[config.mk]
export PLATFORM = sky130hd
export DESIGN_NAME = fpa_pipelined
export DESIGN_NICKNAME = d
export VERILOG_FILES = /design/src/rtl/fpa_pkg.sv /design/src/rtl/fpa_pipelined_bs_right.sv /design/src/rtl/fpa_pipelined.sv
export SDC_FILE = /design/constraint.sdc
export NUM_CORES = 1
export LEC_CHECK = 0
export ABC_CLOCK_PERIOD_IN_PS = 16100
export BUFFER_PORTS_ARGS = -buffer_cell sky130_fd_sc_hd__buf_2
export CORE_MARGIN = 5
export CORE_UTILIZATION = 35
export DETAILED_ROUTE_END_ITERATION = 8
export GPL_ROUTABILITY_DRIVEN = 0
export PLACE_DENSITY = 0.48
export SYNTH_ARGS = -nofsm -noshare
export SYNTH_HDL_FRONTEND = slang
export SYNTH_SLANG_ARGS = --single-unit
export TNS_END_PERCENT = 5
[constraint.sdc]
create_clock -name clk -period 16.1 [get_ports clk]
set_clock_uncertainty 0.1 [all_clocks]
set_input_delay 3.22 -clock clk [delete_from_list [all_inputs] [get_ports clk]]
set_output_delay 3.22 -clock clk [all_outputs]
set_load 0.02 [all_outputs]
[src/rtl/fpa_pkg.sv]
// Shared types, constants and helpers for the pipelined binary32 adder.
package fpa_pkg;

    localparam int EXP_W  = 8;
    localparam int FRAC_W = 23;
    localparam int MAN_W  = 24;
    localparam int BIAS   = 127;

    localparam logic [EXP_W-1:0] EXP_MAX = 8'hFF;
    localparam logic [31:0]      QNAN    = 32'h7FC0_0000;

    typedef struct packed {
        logic nan;
        logic inf;
        logic inf_sign;
        logic neg_zero;
    } flags_t;

    typedef struct packed {
        logic              sign;
        logic [EXP_W-1:0]  exp;
        logic [MAN_W:0]    man;
        flags_t            flags;
    } stage_t;

    // Leading-zero count of a 24-bit mantissa; 24 when the value is zero.
    function automatic logic [4:0] lzc24(input logic [MAN_W-1:0] v);
        logic [4:0] n;
        logic       found;
        n     = 5'd24;
        found = 1'b0;
        for (int i = MAN_W - 1; i >= 0; i--) begin
            if (!found && v[i]) begin
                n     = 5'(MAN_W - 1 - i);
                found = 1'b1;
            end else begin
                found = found;
            end
        end
        return n;
    endfunction

    // Special-operand classification, evaluated once on the raw operands.
    function automatic flags_t special_flags(input logic [31:0] x, input logic [31:0] y);
        flags_t f;
        logic   x_exp_max;
        logic   y_exp_max;
        logic   x_inf;
        logic   y_inf;
        x_exp_max  = (x[30:23] == EXP_MAX);
        y_exp_max  = (y[30:23] == EXP_MAX);
        x_inf      = x_exp_max && (x[22:0] == 23'h0);
        y_inf      = y_exp_max && (y[22:0] == 23'h0);
        f.nan      = (x_exp_max && (x[22:0] != 23'h0)) ||
                     (y_exp_max && (y[22:0] != 23'h0)) ||
                     (x_inf && y_inf && (x[31] != y[31]));
        f.inf      = x_inf || y_inf;
        f.inf_sign = x_inf ? x[31] : y[31];
        f.neg_zero = (x == 32'h8000_0000) && (y == 32'h8000_0000);
        return f;
    endfunction

endpackage

[src/rtl/fpa_pipelined_bs_right.sv]
// Combinational logarithmic right barrel shifter; amounts of 32 or more give zero.
module bs_right (
    input  logic [31:0] data,
    input  logic [7:0]  amt,
    output logic [31:0] result
);

    logic [31:0] lvl1_s;
    logic [31:0] lvl2_s;
    logic [31:0] lvl3_s;
    logic [31:0] lvl4_s;
    logic [31:0] lvl5_s;

    assign lvl1_s = amt[0] ? {1'b0,  data[31:1]}    : data;
    assign lvl2_s = amt[1] ? {2'b00, lvl1_s[31:2]}  : lvl1_s;
    assign lvl3_s = amt[2] ? {4'h0,  lvl2_s[31:4]}  : lvl2_s;
    assign lvl4_s = amt[3] ? {8'h00, lvl3_s[31:8]}  : lvl3_s;
    assign lvl5_s = amt[4] ? {16'h0000, lvl4_s[31:16]} : lvl4_s;
    assign result = (amt[7:5] != 3'b000) ? 32'h0000_0000 : lvl5_s;

endmodule

[src/rtl/fpa_pipelined.sv]
// Six-stage binary32 adder, truncating rounding, one operand pair per clock.
module fpa_pipelined
    import fpa_pkg::*;
(
    input  logic        clk,
    input  logic        rst,
    input  logic [31:0] a,
    input  logic [31:0] b,
    output logic [31:0] c
);

    logic [31:0]      a_r;
    logic [31:0]      b_r;
    stage_t           s2_s;
    stage_t           s2_r;
    logic             s2_sign_b_s;
    logic             s2_sign_b_r;
    logic [MAN_W-1:0] s2_man_b_s;
    logic [MAN_W-1:0] s2_man_b_r;
    logic [EXP_W-1:0] s2_diff_s;
    logic [EXP_W-1:0] s2_diff_r;
    logic [31:0]      big_s;
    logic [31:0]      small_s;
    logic [EXP_W-1:0] exp_big_s;
    logic [EXP_W-1:0] exp_small_s;

    logic [31:0]      shifted_s;
    stage_t           s3_r;
    logic             s3_sign_b_r;
    logic [MAN_W-1:0] s3_man_b_r;

    stage_t           s4_s;
    stage_t           s4_r;

    logic [4:0]       lz_s;
    logic [EXP_W-1:0] lim_s;
    logic [4:0]       sh_s;
    logic [MAN_W-1:0] man_n_s;
    logic [EXP_W:0]   exp_n_s;
    logic [31:0]      arith_s;
    logic [31:0]      res5_s;
    logic [31:0]      res5_r;

    // Unpack, order by magnitude so the A path is never smaller, compute alignment distance.
    always_comb begin
        if (a_r[30:0] >= b_r[30:0]) begin
            big_s   = a_r;
            small_s = b_r;
        end else begin
            big_s   = b_r;
            small_s = a_r;
        end
        exp_big_s   = (big_s[30:23]   == 8'h00) ? 8'h01 : big_s[30:23];
        exp_small_s = (small_s[30:23] == 8'h00) ? 8'h01 : small_s[30:23];
        s2_s.sign   = big_s[31];
        s2_s.exp    = exp_big_s;
        s2_s.man    = {1'b0, (big_s[30:23] != 8'h00), big_s[22:0]};
        s2_s.flags  = special_flags(a_r, b_r);
        s2_sign_b_s = small_s[31];
        s2_man_b_s  = {(small_s[30:23] != 8'h00), small_s[22:0]};
        s2_diff_s   = exp_big_s - exp_small_s;
    end

    bs_right u_align (
        .data   ({8'h00, s2_man_b_r}),
        .amt    (s2_diff_r),
        .result (shifted_s)
    );

    // Magnitude add or subtract; the A path is the larger so the difference stays non-negative.
    always_comb begin
        s4_s = s3_r;
        if (s3_r.sign == s3_sign_b_r) begin
            s4_s.man = s3_r.man + {1'b0, s3_man_b_r};
        end else begin
            s4_s.man = s3_r.man - {1'b0, s3_man_b_r};
        end
    end

    // Normalize (left shift clamped at exponent 1), pack, then let specials override.
    always_comb begin
        lz_s  = lzc24(s4_r.man[MAN_W-1:0]);
        lim_s = s4_r.exp - 8'd1;
        if (s4_r.man[MAN_W]) begin
            sh_s    = 5'd0;
            man_n_s = s4_r.man[MAN_W:1];
            exp_n_s = {1'b0, s4_r.exp} + 9'd1;
        end else begin
            sh_s    = ({3'b000, lz_s} > lim_s) ? lim_s[4:0] : lz_s;
            man_n_s = s4_r.man[MAN_W-1:0] << sh_s;
            exp_n_s = {1'b0, s4_r.exp} - {4'h0, sh_s};
        end

        if (s4_r.man == 25'h0) begin
            arith_s = 32'h0000_0000;
        end else if (exp_n_s >= 9'h0FF) begin
            arith_s = {s4_r.sign, EXP_MAX, 23'h0};
        end else begin
            arith_s = {s4_r.sign, (man_n_s[MAN_W-1] ? exp_n_s[7:0] : 8'h00), man_n_s[FRAC_W-1:0]};
        end

        if (s4_r.flags.nan) begin
            res5_s = QNAN;
        end else if (s4_r.flags.inf) begin
            res5_s = {s4_r.flags.inf_sign, EXP_MAX, 23'h0};
        end else if (s4_r.flags.neg_zero) begin
            res5_s = 32'h8000_0000;
        end else begin
            res5_s = arith_s;
        end
    end

    // All six pipeline stages; reset clears every stage so in-flight pairs are discarded.
    always_ff @(posedge clk) begin
        if (rst) begin
            a_r         <= 32'h0;
            b_r         <= 32'h0;
            s2_r        <= '0;
            s2_sign_b_r <= 1'b0;
            s2_man_b_r  <= '0;
            s2_diff_r   <= '0;
            s3_r        <= '0;
            s3_sign_b_r <= 1'b0;
            s3_man_b_r  <= '0;
            s4_r        <= '0;
            res5_r      <= 32'h0;
            c           <= 32'h0;
        end else begin
            a_r         <= a;
            b_r         <= b;
            s2_r        <= s2_s;
            s2_sign_b_r <= s2_sign_b_s;
            s2_man_b_r  <= s2_man_b_s;
            s2_diff_r   <= s2_diff_s;
            s3_r        <= s2_r;
            s3_sign_b_r <= s2_sign_b_r;
            s3_man_b_r  <= shifted_s[MAN_W-1:0];
            s4_r        <= s4_s;
            res5_r      <= res5_s;
            c           <= res5_r;
        end
    end

endmodule

* After elaboration in Yosys (flattened, before gate mapping)
Cells that the tools add are included. Widths: inputs -> output; s select.
Storage, ports and cells: register bits 300, input port bits 66, output and inout port bits 32, word-level logic and storage cells 187
Operators by class: add/sub/neg operators 6, order comparisons 3, equal/unequal tests 6, shifts and indexed selects 1, muxes and demuxes 67, reduce and logical (&&, ||, !) cells 70
Operator list (number):
- $mux 32 | 8
- $mux 5 | 25
- $eq 32x32->1 const B | 2
- $mux 31 | 2
- $mux 24 | 2
- $logic_not 23->1 | 2
- $reduce_bool 23->1 | 2
- $ge 31x31->1 | 1
- $logic_and 1x1->1 | 30
- $add 25x24->25 | 1
- $logic_not 25->1 | 1
- $mux 25 | 1
- $sub 25x24->25 | 1
- $mux 1 | 24
- $mux 8 | 3
- $shl 24x5->24 | 1
- $logic_not 1->1 | 23
- $eq 8x8->1 const B | 2
- $logic_not 8->1 | 2
- $mux 16 | 1
- $reduce_bool 8->1 | 2
- $add 8x1->9 const B | 1
- $ge 9x8->1 const B | 1
- $mux 9 | 1
- 11 further kinds | 14

* Depth between registers and ports, before layout
word-level depth 80, mapped depth 32, mapped depth without buffers 28

* Cells and area by module
From an unflattened synthesis, not the netlist that was laid out.
Unflattened totals: cells, all modules 1779, area, all modules 16500.8 um^2
Modules (own cells, without submodules):
- fpa_pipelined | times used 1, cells an instance 1575, area an instance 14644.0 um^2, seq. area each 5965.7 um^2
- bs_right | times used 1, cells an instance 204, area an instance 1856.8 um^2, seq. area each 0.0 um^2

* Worst setup path after synthesis
Ideal clock, no wire load.
kind register to register, from register s4_r[26] (netlist name), to register res5_r[14], setup time 0.070 ns, arrival time 6.402 ns, data required time 15.930 ns, setup slack 9.528 ns, stages on the path, launching flop included 30, path buffers 4, period minus slack after synthesis 6.572 ns, cells stage by stage dfxtp_1 > or4_4 > or2_4 > or2_4 > clkinv_4 > a311oi_1 > inv_1 > ha_1 > a21o_1 > a2111oi_0 > nor3_1 > o21ai_2 > clkbuf_1 > mux2i_1 > buf_2 > buf_2 > nor3_1 > xor2_1 > nor2_1 > ha_1 > o21a_1 > a21oi_1 > o2bb2ai_1 > xor2_1 > nor4_1 > nor4_1 > and2_1 > clkbuf_1 > o21ai_0 > a21oi_1
On the way: longest elaborated chain between the ends 74, elaborated cells on any way between the ends 99, classes of those cells add/sub (1); order compare (2); shift (1); mux (48); reduce/logical (47)
Ends and longest elaborated chain:
- start, declared | line fpa_pipelined.sv:33 | stage_t s4_r;
- start signal, assigned | line fpa_pipelined.sv:138 | s4_r <= s4_s;
- $logic_and 1x1->1 | line fpa_pkg.sv:33 | if (!found && v[i]) begin
- $mux 1 | line fpa_pkg.sv:33
- $logic_not 1->1 | line fpa_pkg.sv:33
- $logic_and 1x1->1 | line fpa_pkg.sv:33
- $mux 1 | line fpa_pkg.sv:33
- $logic_not 1->1 | line fpa_pkg.sv:33
- $logic_and 1x1->1 | line fpa_pkg.sv:33
- $mux 1 | line fpa_pkg.sv:33
- [... 58 more ...]
- $logic_and 1x1->1 | line fpa_pkg.sv:33
- $mux 5 | line fpa_pkg.sv:33
- $gt 5x8->1 | line fpa_pipelined.sv:89 | sh_s = ({3'b000, lz_s} > lim_s) ? lim_s[4:0] : lz_s;
- $mux 5 | line fpa_pipelined.sv:89
- $sub 8x5->9 | line fpa_pipelined.sv:91 | exp_n_s = {1'b0, s4_r.exp} - {4'h0, sh_s};
- $mux 9 | line fpa_pipelined.sv:84 | if (s4_r.man[MAN_W]) begin
- $ge 9x8->1 | line fpa_pipelined.sv:96 | end else if (exp_n_s >= 9'h0FF) begin
- $reduce_or 6->1 (no line)
- end signal, assigned | line fpa_pipelined.sv:139 | res5_r <= res5_s;
- end, declared | line fpa_pipelined.sv:42 | logic [31:0] res5_r;
Several ways; a longest one is shown, not always the timed one. A chain may end at the register's enable or synchronous reset.

* Worst setup path after layout
from register s4_r[27] (netlist name), to register res5_r[12]
On the way: longest elaborated chain between the ends 76, elaborated cells on any way between the ends 102, classes of those cells add/sub (1); order compare (2); shift (1); mux (50); reduce/logical (48)
Ends and longest elaborated chain (line):
- $mux 1 | fpa_pkg.sv:33
- $logic_not 1->1 | fpa_pkg.sv:33
- $logic_and 1x1->1 | fpa_pkg.sv:33
- $mux 1 | fpa_pkg.sv:33
- $logic_not 1->1 | fpa_pkg.sv:33
- $logic_and 1x1->1 | fpa_pkg.sv:33
- $mux 1 | fpa_pkg.sv:33
- $logic_not 1->1 | fpa_pkg.sv:33
- [... 60 more ...]
- $logic_and 1x1->1 | fpa_pkg.sv:33
- $mux 5 | fpa_pkg.sv:33
- $gt 5x8->1 | fpa_pipelined.sv:89
- $mux 5 | fpa_pipelined.sv:89
- $sub 8x5->9 | fpa_pipelined.sv:91
- $mux 9 | fpa_pipelined.sv:84
- $ge 9x8->1 | fpa_pipelined.sv:96
- $reduce_or 6->1 (no line)
Several ways; a longest one is shown, not always the timed one.

==> impl_metrics.ini <==
[clock_tree]
cts.repair.resized = 0
cts_sinks = 298
cts_max_level = 2
post-cts-setup-buffers = 0
clockRootBuffer = clkbuf_16
clockBufferDepth = 3
clk_pin_slew_ns = 0.06
clk_latency_ns = 0.53
cts_tree = yes
cts_made_buffers = 34
cts_hold_buf = 0

[worst_setup_path]
crit_path_max_fanout = 27
critPathKind = register to register
cpMostUsedCell = ha_1
r2r_setup_slack_ns = 7.63
crit_path_start_kind = register
cpPeakStageDelay_ns = 0.96
critPathRequiredTime_ns = 16.46
timing.critical_path.to_type = register
slowest_stage = mux2i_4
crit_arrival_ns = 8.83

[run_status]
status = complete, no violations

[timing]
tns_ns = 0
hold_viol_final = 0
fmax_mhz = 118.1
fin_crit_sh_pct = 52.61
tightest_slew_ns = 1.052
max_slew_margin_pct = 29.75
drv_slew = 0
fin_ws_ns = 7.630
setup_viol_count_final = 0
rsz0062_at_grt = false
fin_crit_ns = 8.470

[drt]
drt_first_pass_iters = 5
routed_via_density = 4.945
vias = 10910
drtIter0Drc = 511
ant_nets = 0
routed_wl_um = 35040
drc = 0
wl_per_cell_um = 15.88

[power_and_ir_drop]
max-vdd-ir-drop_uv = 142.3
power_density_nw_per_um2 = 168.7
p_leak_nw = 7.355

[cells_and_area]
diodes = 0
drive_gt1_share_pct = 13.01
area_growth_pct = 14.61
final_cells = 2207
fin_nets = 1792
fill_cells = 4203

[die]
die_w_um = 214.7
fp.dieArea_um2 = 46080
start_util_pct = 35.19
row_count = 75
io_pins = 98
die_h_um = 214.7
core-area_um2 = 41670

[grt]
grt_usage_pct = 14.92
grt_pass1_vias = 10890
grt_pass1_wl_um = 57330
overflow = 0
grt_antenna_before_repair = 0
grt_max_degree = 97

[placement]
pre_cts_ws_ns = 7.681
dp_cells = 2147
io_buffers = 97
post-dp-hpwl_um = 26600

[synth]
async_flop_share_pct = 0
yosys_warnings = 0
yosysTopAreaCellShare_pct = 40.69
ys.flop_type = dfxtp_1
synth-edff-count = 0
synthCells = 1575
synth.area.top_cells = dfxtp_1, mux2i_1, nor2b_1
synth_cell_types = 79
postSynthNetCount = 1723
synth.largest_area_cell = dfxtp_1
ys_ff_latch = 298
syn-mean-instance-area_um2 = 9.308
yosysSeqAreaShare_pct = 40.69
synth.cell_area_um2 = 14660

[worst_hold_path]
hold_path_class = register to register

[flow_run]
drv_cap = 0
==> metal layers <==
metal  vias to the layer above  share of wire (%)  GRT usage, %
met5                         -                  0             0
met4                         0                3.7         6.077
met3                        79                4.4         2.880
met2                       247                 47         24.88
met1                      4932                 45         19.02
li1                       5656                  -             -
==> cell usage after synthesis, types with 5 or more instances <==
| master | number |
|---|---|
| a21oi_1 | 73 |
| mux2i_1 | 118 |
| mux2_2 | 8 |
| nor4_1 | 26 |
| xnor2_1 | 32 |
| mux4_2 | 17 |
| o21ai_0 | 41 |
| xor2_1 | 31 |
| o31ai_1 | 5 |
| dfxtp_1 | 298 |
| o22a_1 | 7 |
| o21bai_1 | 5 |
| buf_2 | 8 |
| nand2_1 | 75 |
| o22ai_1 | 5 |
| a21o_1 | 28 |
| ha_1 | 79 |
| a221oi_1 | 6 |
| nand4_1 | 13 |
| a211oi_1 | 22 |
| o21a_1 | 10 |
| nor2_1 | 189 |
| and2_1 | 5 |
| a31oi_1 | 6 |
| nor3_1 | 34 |
| nand3_1 | 8 |
| a32oi_1 | 5 |
| buf_1 | 6 |
| mux2_1 | 9 |
| clkbuf_1 | 60 |
| o211a_1 | 5 |
| and3_1 | 7 |
| nand2b_1 | 10 |
| inv_1 | 60 |
| nor2b_1 | 167 |
| a32o_1 | 5 |
| a21oi_2 | 8 |
==> sequential cells by signal, summed over array words and instances, names as in the netlist <==
signal	cells
s2_man_b_r	24
s3_man_b_r	24
s3_r	37
s3_sign_b_r	1
c	32
a_r	32
res5_r	32
s2_diff_r	8
b_r	32
s2_r	37
s4_r	38
s2_sign_b_r	1
==> worst max-delay path, delay by kind of cell, from the launching register on <==
kind / cells / cell delay, ns
fa+ha+maj: 4 / 1.23
buf+inv: 3 / 0.55
compound gates: 8 / 1.80
xor+xnor: 1 / 0.22
mux: 1 / 0.96
simple gates: 11 / 3.15
flops: 1 / 0.37
==> where the power goes <==
group	total (mW)	internal, mW	switching, mW	leakage, nW
Sequential	0.875	0.810	0.0657	2.44
Clock	0.796	0.498	0.298	0.571
Combinational	1.16	0.468	0.695	4.34
Total	2.83	1.78	1.06	7.35
==> placed cells by master (no fill, tap or decap), types with 6 or more instances in the layout <==
cell type / count
a21oi_2: 8
nand4_1: 13
ha_1: 79
nor2_1: 189
a21oi_1: 73
nor4_1: 26
nand2_1: 75
xor2_1: 31
a211oi_1: 22
mux2_2: 8
clkbuf_1: 6
xnor2_1: 32
nand3_1: 8
buf_2: 96
o21ai_0: 41
clkbuf_16: 35
nor2b_1: 167
mux4_2: 17
o22a_1: 7
nand2b_1: 10
buf_4: 13
dfxtp_1: 298
a221oi_1: 6
inv_1: 60
o21a_1: 10
a21o_1: 28
and3_1: 7
mux2_1: 9
mux2i_1: 117
nor3_1: 34
==> cells by family after synthesis <==
group                      after synthesis  synth area share [%]
and+or+nand+nor                        557                 19.13
xor gates and xnor gates                63                 3.764
adders and majority gates               82                 7.152
DFF                                    298                 40.69
AOI/OAI and AO/OA                      281                 13.21
muxes                                  154                 12.28
buffers and inverters                  140                 3.764
==> cell type report <==
class | instances | area, um^2 | share of cell area, %
clock inverters | 15 | 216.5 | 1.288
inverters | 63 | 241.5 | 1.437
flip-flops and latches | 298 | 5966 | 35.51
clock buffers | 45 | 953.4 | 5.674
repair buffers | 110 | 589.3 | 3.507
well taps | 539 | 674.4 | 4.014
multi-input cells | 1137 | 8162 | 48.57
==> stage by stage <==
stage	total power, mW	hold slack, ns	area (um^2)	utilization, %
after global routing	3.008	0.3501	16800	40.33
final	2.834	0.3339	16800	40.33
after global placement	2.046	0.3182	15630	37.52
after floorplan	1.780	0.3138	14660	-
after CTS	2.861	0.3370	16800	40.33
after detailed placement	2.043	0.3204	15630	37.52
==> path summary, 6_finish.rpt <==
path                 to  depth (start not counted)      from
max          res5_r[12]                         28  s4_r[27]
min reg2reg     s3_r[3]                          1   s2_r[3]
min             s3_r[3]                          1   s2_r[3]
max reg2reg  res5_r[12]                         28  s4_r[27]
Note: power is estimated with default switching activity, not from simulation.
